<file path="config.mk">
export PLATFORM = sky130hd
export DESIGN_NAME = muldiv_seq
export DESIGN_NICKNAME = d
export VERILOG_FILES = /design/src/rtl/muldiv_seq.sv
export SDC_FILE = /design/constraint.sdc
export NUM_CORES = 1
export LEC_CHECK = 0
export ABC_AREA = 1
export CAP_MARGIN = 20
export CORE_ASPECT_RATIO = 1.4
export CORE_MARGIN = 1.5
export CORE_UTILIZATION = 43
export CTS_BUF_LIST = sky130_fd_sc_hd__clkbuf_8
export DETAILED_ROUTE_END_ITERATION = 8
export DONT_BUFFER_PORTS = 1
export PLACE_DENSITY_LB_ADDON = 0.12
export RECOVER_POWER = 50
export SLEW_MARGIN = 40
export SYNTH_ARGS = -nofsm -noshare
export SYNTH_HDL_FRONTEND = slang
export SYNTH_SLANG_ARGS = --single-unit
</file>
<file path="constraint.sdc">
create_clock -name clk -period 3.1 [get_ports clk]
set_input_delay 0.62 -clock clk [delete_from_list [all_inputs] [get_ports clk]]
set_output_delay 0.62 -clock clk [all_outputs]
set_load 0.01 [all_outputs]
</file>
<file path="src/rtl/muldiv_seq.sv">
// rtl/muldiv_seq.sv - iterative MULT/MULTU/DIV/DIVU sequencer owning the HI/LO pair
// Optional build macro: MULDIV_FAST_MULT_EN (single-cycle registered multiply in CALC).
module muldiv_seq #(
    parameter int WIDTH = 32
) (
    input  logic             clk,
    input  logic             rst_n,
    input  logic             start,
    input  logic [1:0]       op,
    input  logic [WIDTH-1:0] opa,
    input  logic [WIDTH-1:0] opb,
    input  logic             flush,
    input  logic             hi_we,
    input  logic             lo_we,
    input  logic [WIDTH-1:0] wdata,
    output logic             busy,
    output logic             done,
    output logic [WIDTH-1:0] hi,
    output logic [WIDTH-1:0] lo
);

    localparam int CW = $clog2(WIDTH);

    typedef enum logic [1:0] {
        S_IDLE = 2'd0,
        S_CALC = 2'd1,
        S_FIX  = 2'd2
    } state_t;

    state_t             state_q, state_d;
    logic [CW-1:0]      cnt_q, cnt_d;
    logic               is_div_q, is_div_d;
    logic               sign_a_q, sign_a_d;
    logic               sign_b_q, sign_b_d;
    logic [WIDTH-1:0]   m_q, m_d;          // multiplicand or divisor magnitude
    logic [2*WIDTH-1:0] acc_q, acc_d;      // product accumulator or {remainder, quotient}
    logic [WIDTH-1:0]   hi_q, hi_d;
    logic [WIDTH-1:0]   lo_q, lo_d;
    logic               done_q, done_d;

    // Operand magnitudes; unsigned ops (op[0]=1) never record a sign.
    logic             a_neg, b_neg;
    logic [WIDTH-1:0] a_abs, b_abs;
    assign a_neg = ~op[0] & opa[WIDTH-1];
    assign b_neg = ~op[0] & opb[WIDTH-1];
    assign a_abs = a_neg ? -opa : opa;
    assign b_abs = b_neg ? -opb : opb;

    // Restoring divide step: shift {rem,quot} left, trial-subtract the divisor.
    // The shifted remainder is WIDTH+1 bits; its top bit forces a subtract.
    logic [WIDTH:0]     rem_sh;
    logic               div_ge;
    logic [WIDTH-1:0]   rem_new;
    logic [2*WIDTH-1:0] div_next;
    assign rem_sh   = acc_q[2*WIDTH-1:WIDTH-1];
    assign div_ge   = rem_sh[WIDTH] | (rem_sh[WIDTH-1:0] >= m_q);
    assign rem_new  = div_ge ? (rem_sh[WIDTH-1:0] - m_q) : rem_sh[WIDTH-1:0];
    assign div_next = {rem_new, acc_q[WIDTH-2:0], div_ge};

`ifdef MULDIV_FAST_MULT_EN
    logic [2*WIDTH-1:0] mul_next;
    assign mul_next = {{WIDTH{1'b0}}, m_q} * {{WIDTH{1'b0}}, acc_q[WIDTH-1:0]};
`else
    // LSB-first shift-add step: conditionally add multiplicand to upper half, shift right.
    logic [WIDTH:0]     mul_sum;
    logic [2*WIDTH-1:0] mul_next;
    assign mul_sum  = {1'b0, acc_q[2*WIDTH-1:WIDTH]} + (acc_q[0] ? {1'b0, m_q} : {(WIDTH+1){1'b0}});
    assign mul_next = {mul_sum, acc_q[WIDTH-1:1]};
`endif

    logic [2*WIDTH-1:0] acc_neg;
    logic [WIDTH-1:0]   quot_neg, rem_neg;
    assign acc_neg  = -acc_q;
    assign quot_neg = -acc_q[WIDTH-1:0];
    assign rem_neg  = -acc_q[2*WIDTH-1:WIDTH];

    // State register and datapath registers.
    always_ff @(posedge clk or negedge rst_n) begin
        if (!rst_n) begin
            state_q  <= S_IDLE;
            cnt_q    <= '0;
            is_div_q <= 1'b0;
            sign_a_q <= 1'b0;
            sign_b_q <= 1'b0;
            m_q      <= '0;
            acc_q    <= '0;
            hi_q     <= '0;
            lo_q     <= '0;
            done_q   <= 1'b0;
        end else begin
            state_q  <= state_d;
            cnt_q    <= cnt_d;
            is_div_q <= is_div_d;
            sign_a_q <= sign_a_d;
            sign_b_q <= sign_b_d;
            m_q      <= m_d;
            acc_q    <= acc_d;
            hi_q     <= hi_d;
            lo_q     <= lo_d;
            done_q   <= done_d;
        end
    end

    // Next-state, datapath step and HI/LO write-back selection.
    always_comb begin
        state_d  = state_q;
        cnt_d    = cnt_q;
        is_div_d = is_div_q;
        sign_a_d = sign_a_q;
        sign_b_d = sign_b_q;
        m_d      = m_q;
        acc_d    = acc_q;
        hi_d     = hi_q;
        lo_d     = lo_q;
        done_d   = 1'b0;
        case (state_q)
            S_IDLE: begin
                if (start && !flush) begin
                    is_div_d = op[1];
                    sign_a_d = a_neg;
                    sign_b_d = b_neg;
                    cnt_d    = CW'(WIDTH - 1);
                    if (op[1] && (opb == '0)) begin
                        // Divide by zero: quotient all ones, remainder is the raw dividend.
                        state_d  = S_FIX;
                        acc_d    = {opa, {WIDTH{1'b1}}};
                        sign_a_d = 1'b0;
                        sign_b_d = 1'b0;
                    end else if (op[1]) begin
                        state_d = S_CALC;
                        m_d     = b_abs;
                        acc_d   = {{WIDTH{1'b0}}, a_abs};
                    end else begin
                        state_d = S_CALC;
                        m_d     = a_abs;
                        acc_d   = {{WIDTH{1'b0}}, b_abs};
                    end
                end else begin
                    if (hi_we) hi_d = wdata;
                    if (lo_we) lo_d = wdata;
                end
            end
            S_CALC: begin
                if (flush) begin
                    state_d = S_IDLE;
                end else if (is_div_q) begin
                    acc_d = div_next;
                    if (cnt_q == '0) state_d = S_FIX;
                    else             cnt_d   = cnt_q - CW'(1);
                end else begin
                    acc_d = mul_next;
`ifdef MULDIV_FAST_MULT_EN
                    cnt_d   = '0;
                    state_d = S_FIX;
`else
                    if (cnt_q == '0) state_d = S_FIX;
                    else             cnt_d   = cnt_q - CW'(1);
`endif
                end
            end
            S_FIX: begin
                state_d = S_IDLE;
                if (!flush) begin
                    done_d = 1'b1;
                    if (is_div_q) begin
                        hi_d = sign_a_q ? rem_neg : acc_q[2*WIDTH-1:WIDTH];
                        lo_d = (sign_a_q ^ sign_b_q) ? quot_neg : acc_q[WIDTH-1:0];
                    end else begin
                        {hi_d, lo_d} = (sign_a_q ^ sign_b_q) ? acc_neg : acc_q;
                    end
                end
            end
            default: state_d = S_IDLE;
        endcase
    end

    assign busy = (state_q != S_IDLE);
    assign done = done_q;
    assign hi   = hi_q;
    assign lo   = lo_q;

endmodule

</file>
---- Word-level counts from Yosys, hierarchy flattened ----
Cells that the tools add are included.
word-level totals
  bits in registers ....................... 171
operators by class
  $add $sub $neg .......................... 8
  magnitude comparators ................... 1
  eq/ne operators ......................... 10
  multiplexer cells ....................... 37
  bitwise operators ....................... 6
  reduce and logical (&&, ||, !) cells .... 16
operator list
  kind                 count
  $mux 32              16
  $mux 64              5
  $neg 32->32          4
  $pmux 32 s2          2
  $pmux 64 s2          1
  $neg 64->64          1
  $add 32x32->33       1
  $ge 32x32->1         1
  $logic_not 32->1     1
  $sub 32x32->32       1
  $mux 5               3
  $ne 2x2->1 const B   7
  $reduce_and 4->1     3
  $pmux 5 s2           1
  $mux 2               4
  $reduce_and 3->1     2
  $reduce_bool 2->1    3
  $logic_not 5->1      1
  $sub 5x1->5 const B  1
  $mux 1               4
  $pmux 2 s2           1
  $reduce_and 2->1     2
  $ne 3x3->1 const B   1
  $and 1x1->1          2
  other kinds (8)      10

---- Logic depth before layout (Yosys ltp) ----
  word-level depth ........................ 7
  gate-level depth with buffers ........... 21
  mapped depth without buffers ............ 19

---- Least setup slack after synthesis ----
No wires, ideal clock.
  kind .................................... register to register
  from .................................... register acc_q[0]
  to ...................................... register acc_q[45]
  setup time .............................. 118 ps
  data arrival time ....................... 2395 ps
  data required time ...................... 2982 ps
  setup slack ............................. 587 ps
  stages on the path, launching flop included .. 18
  clock period less this slack ............ 2513 ps
  cell sequence ........................... dfrtp_1 buf_2 clkbuf_1 nand2_1 inv_1 ha_1 fa_1 nand2_1 nand2_1 nand3_1 nand2_1 nand3_1 nand2_1 or2_2 nand3_1 nand3_1 a21oi_1 nor2_1
on the way
  cells in the longest elaborated chain, start to end .. 5
ends and longest elaborated chain
  what                    line  source
  start, declared         36    logic [2*WIDTH-1:0] acc_q, acc_d;
  start signal, assigned  86    acc_q <= '0;
  start signal, assigned  97    acc_q <= acc_d;
  $mux 32                 67    assign mul_sum = {1'b0, acc_q[2*WIDTH-1:WIDTH]} + (acc_q[0] ? {1'b0, m_q} : {(WIDTH+1){1'b0}});
  $add 32x32->33          67
  $mux 64                 146   end else if (is_div_q) begin
  $mux 64                 144   if (flush) begin
  $pmux 64 s2             116   case (state_q)
Every way passes these cells. The select of a mux whose other input is x is not followed.
A chain may end at the register's enable or synchronous reset.

---- Final worst setup path ----
  from .................................... register acc_q[0]
  to ...................................... register acc_q[50]
Same word-level chain as after synthesis.

==> impl_results.html <==
<table>
<tr><th>Metric</th><th>Value</th></tr>
<tr><th colspan="2">Status</th></tr>
<tr><td>Status</td><td>finished, violations left</td></tr>
<tr><td>Failing checks</td><td>hold timing</td></tr>
<tr><th colspan="2">Setup path</th></tr>
<tr><td>Required time of the critical path</td><td>3.53 ns</td></tr>
<tr><td>Endpoint type of the worst setup path</td><td>register</td></tr>
<tr><td>Highest net fanout along the worst path</td><td>14</td></tr>
<tr><td>Cells on worst reg2reg path</td><td>16</td></tr>
<tr><td>Destination of the worst register-to-register timing path</td><td>acc_q[50]</td></tr>
<tr><td>Flop-to-flop setup slack</td><td>0.17 ns</td></tr>
<tr><td>Data arrival at the endpoint of the critical path</td><td>~3.4 ns</td></tr>
<tr><td>Class of the most critical setup path</td><td>register to register</td></tr>
<tr><td>Critical Path Source Type</td><td>register</td></tr>
<tr><td>Startpoint of the worst-slack reg-to-reg timing path</td><td>acc_q[0]</td></tr>
<tr><th colspan="2">Placement</th></tr>
<tr><td>Instance area at placement</td><td>slightly below 0.02 mm2</td></tr>
<tr><td>Detailed placer's ending HPWL</td><td>approximately 70,000 um</td></tr>
<tr><td>Global placement routability congestion</td><td>1.01</td></tr>
<tr><td>Count of input and output buffers</td><td>0</td></tr>
<tr><td>Worst setup slack before clock tree synthesis</td><td>between 0.15 and 0.2 ns</td></tr>
<tr><td>Cell count after placement</td><td>between 3,000 and 4,000</td></tr>
<tr><th colspan="2">Clock network</th></tr>
<tr><td>Setup fix buffers added after clock tree synthesis</td><td>0</td></tr>
<tr><td>CTS HTree Levels</td><td>4</td></tr>
<tr><td>Number of buffers between clock root and the deepest sink</td><td>2</td></tr>
<tr><td>Clock-pin slew on the worst setup and hold paths</td><td>between 0.1 and 0.15 ns</td></tr>
<tr><td>Number of buffers added by the clock tree synthesis step</td><td>17</td></tr>
<tr><td>Root Driver</td><td>clkbuf_8</td></tr>
<tr><td>Post-cts sizing count</td><td>0</td></tr>
<tr><td>Source-to-sink clock delay at the later pin of the worst-skew pair</td><td>around 0.55 ns</td></tr>
<tr><td>Clock tree from TritonCTS</td><td>built</td></tr>
<tr><td>Clock sinks</td><td>between 150 and 200</td></tr>
<tr><th colspan="2">Power and ir drop</th></tr>
<tr><td>Relative contribution of sequential cells to total power</td><td>23.7%</td></tr>
<tr><td>Worst IR Drop VDD</td><td>approximately 0.44 mV</td></tr>
<tr><td>Share of total power consumed by net switching</td><td>about 58%</td></tr>
<tr><td>LEAKAGE</td><td>about 10 nW</td></tr>
<tr><td>Total net switching power</td><td>just under 0.01 W</td></tr>
<tr><td>Part of the power in the clock network</td><td>under 10%</td></tr>
<tr><td>Int Pwr</td><td>between 0.007 and 0.008 W</td></tr>
<tr><td>Combinational Power Share</td><td>~67%</td></tr>
<tr><td>PD cells</td><td>around 850 mW/mm2</td></tr>
<tr><th colspan="2">Synth</th></tr>
<tr><td>Synth Cell Area</td><td>around 0.019 mm2</td></tr>
<tr><td>Average cell area after synthesis</td><td>just under 6 um2</td></tr>
<tr><td>Yosys top cell area share</td><td>about 23%</td></tr>
<tr><td>Flops &amp; latches, synth</td><td>~170</td></tr>
<tr><td>Async set-reset flop share out of synthesis</td><td>100%</td></tr>
<tr><td>Post-synthesis cell type with the largest combined area</td><td>dfrtp_1</td></tr>
<tr><td>Yosys synthesis warning count</td><td>0</td></tr>
<tr><td>Post-synthesis net count</td><td>3,378</td></tr>
<tr><td>Synth cell count leaders</td><td>935 x nand2_1, 393 x inv_1, 359 x nor2_1</td></tr>
<tr><td>Commonest register cell after synthesis</td><td>dfrtp_1</td></tr>
<tr><td>Most numerous cell in the Yosys netlist</td><td>nand2_1</td></tr>
<tr><td>Cell variety after synth</td><td>59</td></tr>
<tr><td>Post-synthesis sequential area ratio</td><td>23.0%</td></tr>
<tr><td>Number of synthesized flops with an enable pin</td><td>0</td></tr>
<tr><td>Post-Synthesis Cells</td><td>3,202</td></tr>
<tr><td>Most area-consuming cells after synthesis</td><td>dfrtp_1 23%, nand2_1 19%, nand3_1 8.6%</td></tr>
<tr><th colspan="2">STA</th></tr>
<tr><td>Total Neg Setup Slack</td><td>0 ns</td></tr>
<tr><td>Final cycle utilization of the critical path</td><td>around 94%</td></tr>
<tr><td>Smallest hold slack</td><td>-0.238 ns</td></tr>
<tr><td>Min Clock Period, post-route</td><td>~3 ns</td></tr>
<tr><td>Worst Tran Pin Value</td><td>1.30 ns</td></tr>
<tr><td>Final Skew</td><td>~0.015 ns</td></tr>
<tr><td>Achievable Freq</td><td>0.341 GHz</td></tr>
<tr><td>Total setup violations reported at the end of the flow</td><td>0</td></tr>
<tr><td>Max transition margin</td><td>between 10% and 20%</td></tr>
<tr><td>Setup repair after global routing missed its margin</td><td>false</td></tr>
<tr><td>Final count of pins violating max slew</td><td>0</td></tr>
<tr><td>Final Hold Fails</td><td>between 150 and 200</td></tr>
<tr><td>Final Worst Setup Slack</td><td>~0.17 ns</td></tr>
<tr><th colspan="2">Global route</th></tr>
<tr><td>Maximum number of pins on one net before global-route repair</td><td>~170</td></tr>
<tr><td>Initial antenna violation count</td><td>2</td></tr>
<tr><td>Total routing usage reported by global routing</td><td>between 30% and 40%</td></tr>
<tr><td>Wire length of the first global-routing pass</td><td>126,000 um</td></tr>
<tr><td>Sum of overflow across all layers after global routing</td><td>0</td></tr>
<tr><td>Number of global-route vias before repair</td><td>roughly 20,000</td></tr>
<tr><th colspan="2">Cells and area</th></tr>
<tr><td>Ratio of cells with drive above 1 in the final layout</td><td>around 6.3%</td></tr>
<tr><td>Final net count</td><td>between 3,000 and 4,000</td></tr>
<tr><td>Post-route non-filler standard cell count</td><td>3,739</td></tr>
<tr><td>Sequential standard cell area</td><td>roughly 0.0043 mm2</td></tr>
<tr><td>Combined area of the multi-input logic cells</td><td>0.0123 mm2</td></tr>
<tr><td>Fill cell count</td><td>around 4,800</td></tr>
<tr><td>Area Growth Syn to Fin</td><td>5.99%</td></tr>
<tr><td>Design area</td><td>between 0.015 and 0.02 mm2</td></tr>
<tr><th colspan="2">Floorplan</th></tr>
<tr><td>Ports</td><td>170</td></tr>
<tr><td>Std-Cell Rows</td><td>90</td></tr>
<tr><td>Initial cell density of the core</td><td>43.4%</td></tr>
<tr><td>Die area</td><td>approximately 0.045 mm2</td></tr>
<tr><td>Horizontal die dimension</td><td>approximately 180 um</td></tr>
<tr><td>Placeable Area</td><td>between 0.04 and 0.05 mm2</td></tr>
<tr><td>Die height</td><td>between 200 and 250 um</td></tr>
<tr><th colspan="2">Min path</th></tr>
<tr><td>Min-Delay Path Class</td><td>input pin to asynchronous set/reset pin</td></tr>
<tr><th colspan="2">Detailed routing</th></tr>
<tr><td>Drt first-iter violations</td><td>between 1,500 and 2,000</td></tr>
<tr><td>DRC Markers</td><td>0</td></tr>
<tr><td>Via count</td><td>about 22,000</td></tr>
<tr><td>Detailed-route wire length</td><td>about 87,000 um</td></tr>
<tr><td>Count of nets left with antenna violations after detail routing</td><td>0</td></tr>
<tr><td>Average detailed-routed wire length per instance</td><td>23.3 um</td></tr>
<tr><td>Number of detailed-route iterations in the first pass</td><td>8</td></tr>
<tr><td>Via density</td><td>around 5.8</td></tr>
<tr><th colspan="2">Run</th></tr>
<tr><td>MaxCap Viol Count</td><td>0</td></tr>
</table>
[critical path: stages, from the launching register on]
cell and delay, ns:
dfrtp_1 0.40, buf_4 0.19, buf_4 0.20, nand2_1 0.16, inv_1 0.07, ha_1 0.37, nand2_1 0.12, nor2_1 0.15
inv_1 0.09, nor2_1 0.30, nand4_1 0.23, nand3_1 0.14, nand2_1 0.06, nand3_1 0.13, nand3_1 0.09, nand2_1 0.07
nand2_1 0.06
[metrics by stage]
stage / hold slack [ns] / utilization, % / power [W]
final: -0.238 / 46.0 / 0.0167
after global routing: -0.254 / 46.0 / 0.0180
after CTS: -0.264 / 46.1 / 0.0166
after detailed placement: 0.328 / 45.2 / 0.0149
after global placement: 0.328 / 45.2 / 0.0148
after floorplan: 0.324 / - / 0.0112
[cells in the final DEF (no fill, tap or decap), drive strengths merged, types with 2 or more instances in the layout]
cell and count:
or2 18, nor4 6, xnor2 10, o21a 11
clkbuf 19, a21o 3, nand2 944, o211ai 10
dfrtp 171, a21oi 254, a31oi 30, ha 70
nand3b 17, o21ai 210, and2 6, nand3 328
nor3 34, a22oi 13, nor2 378, fa 2
nand4 44, a2bb2oi 13, inv 424, o22ai 22
o21bai 13, buf 68, a21boi 9, clkinvlp 4
xor2 43, clkinv 5
[registers in the layout, summed over array words and instances, names as in the netlist]
| name | flops |
|---|---|
| m_q | 32 |
| cnt_q | 5 |
| hi | 32 |
| done | 1 |
| sign_a_q | 1 |
| is_div_q | 1 |
| lo | 32 |
| sign_b_q | 1 |
| state_q | 2 |
| acc_q | 64 |
[logic make-up (layout without fill, tap and decap cells)]
logic type | after synthesis | count (layout) | share of synthesized area [%]
AO/OA/AOI/OAI | 593 | 593 | 17.7
flip-flops | 171 | 171 | 23.0
XOR/XNOR | 53 | 53 | 2.49
other | 0 | 1 | 0
adder cells (fa/ha/maj) | 72 | 72 | 4.91
AND/OR/NAND/NOR | 1777 | 1777 | 40.7
buffers and inverters | 536 | 520 | 11.2
[worst max-delay path by stage]
stage          cells past startpoint      from         to  slack, ns
2_1_floorplan                     17  acc_q[0]  acc_q[45]       0.59
3_3_place_gp                      15  acc_q[0]  acc_q[57]       0.24
3_5_place_dp                      12    opb[0]    m_q[27]       0.20
4_1_cts                           16  acc_q[0]  acc_q[50]       0.21
5_1_grt                           16  acc_q[0]  acc_q[50]       0.03
6_report                          16  acc_q[0]  acc_q[50]       0.17
[power groups by stage]
stage / combinational [W] / sequential (W) / clock [W]
final: 0.0111 / 0.00395 / 0.00163
after global routing: 0.0122 / 0.00405 / 0.00172
after CTS: 0.0110 / 0.00395 / 0.00165
after detailed placement: 0.0109 / 0.00399 / 0
after global placement: 0.0108 / 0.00398 / 0
after floorplan: 0.00747 / 0.00371 / 0
[layer usage]
metal  up-vias  global-route usage (%)  share of wire (%)
met5         -                       0              0.016
met4         2                    32.3                9.4
met3       272                    5.91                6.8
met2       984                    64.0                 48
met1     10000                    42.7                 36
li1      10400                       -                  -
[layout make-up]
type                    count  share of cell area (%)
clock buffers              17                    1.18
repair buffers             70                    2.82
flip-flops and latches    171                    21.7
clock inverters            15                   0.703
multi-input cells        2495                    62.2
inverters                 418                    7.96
well taps                 552                    3.50
diodes                      1                  0.0127
Power figures use the tool's default switching activity.
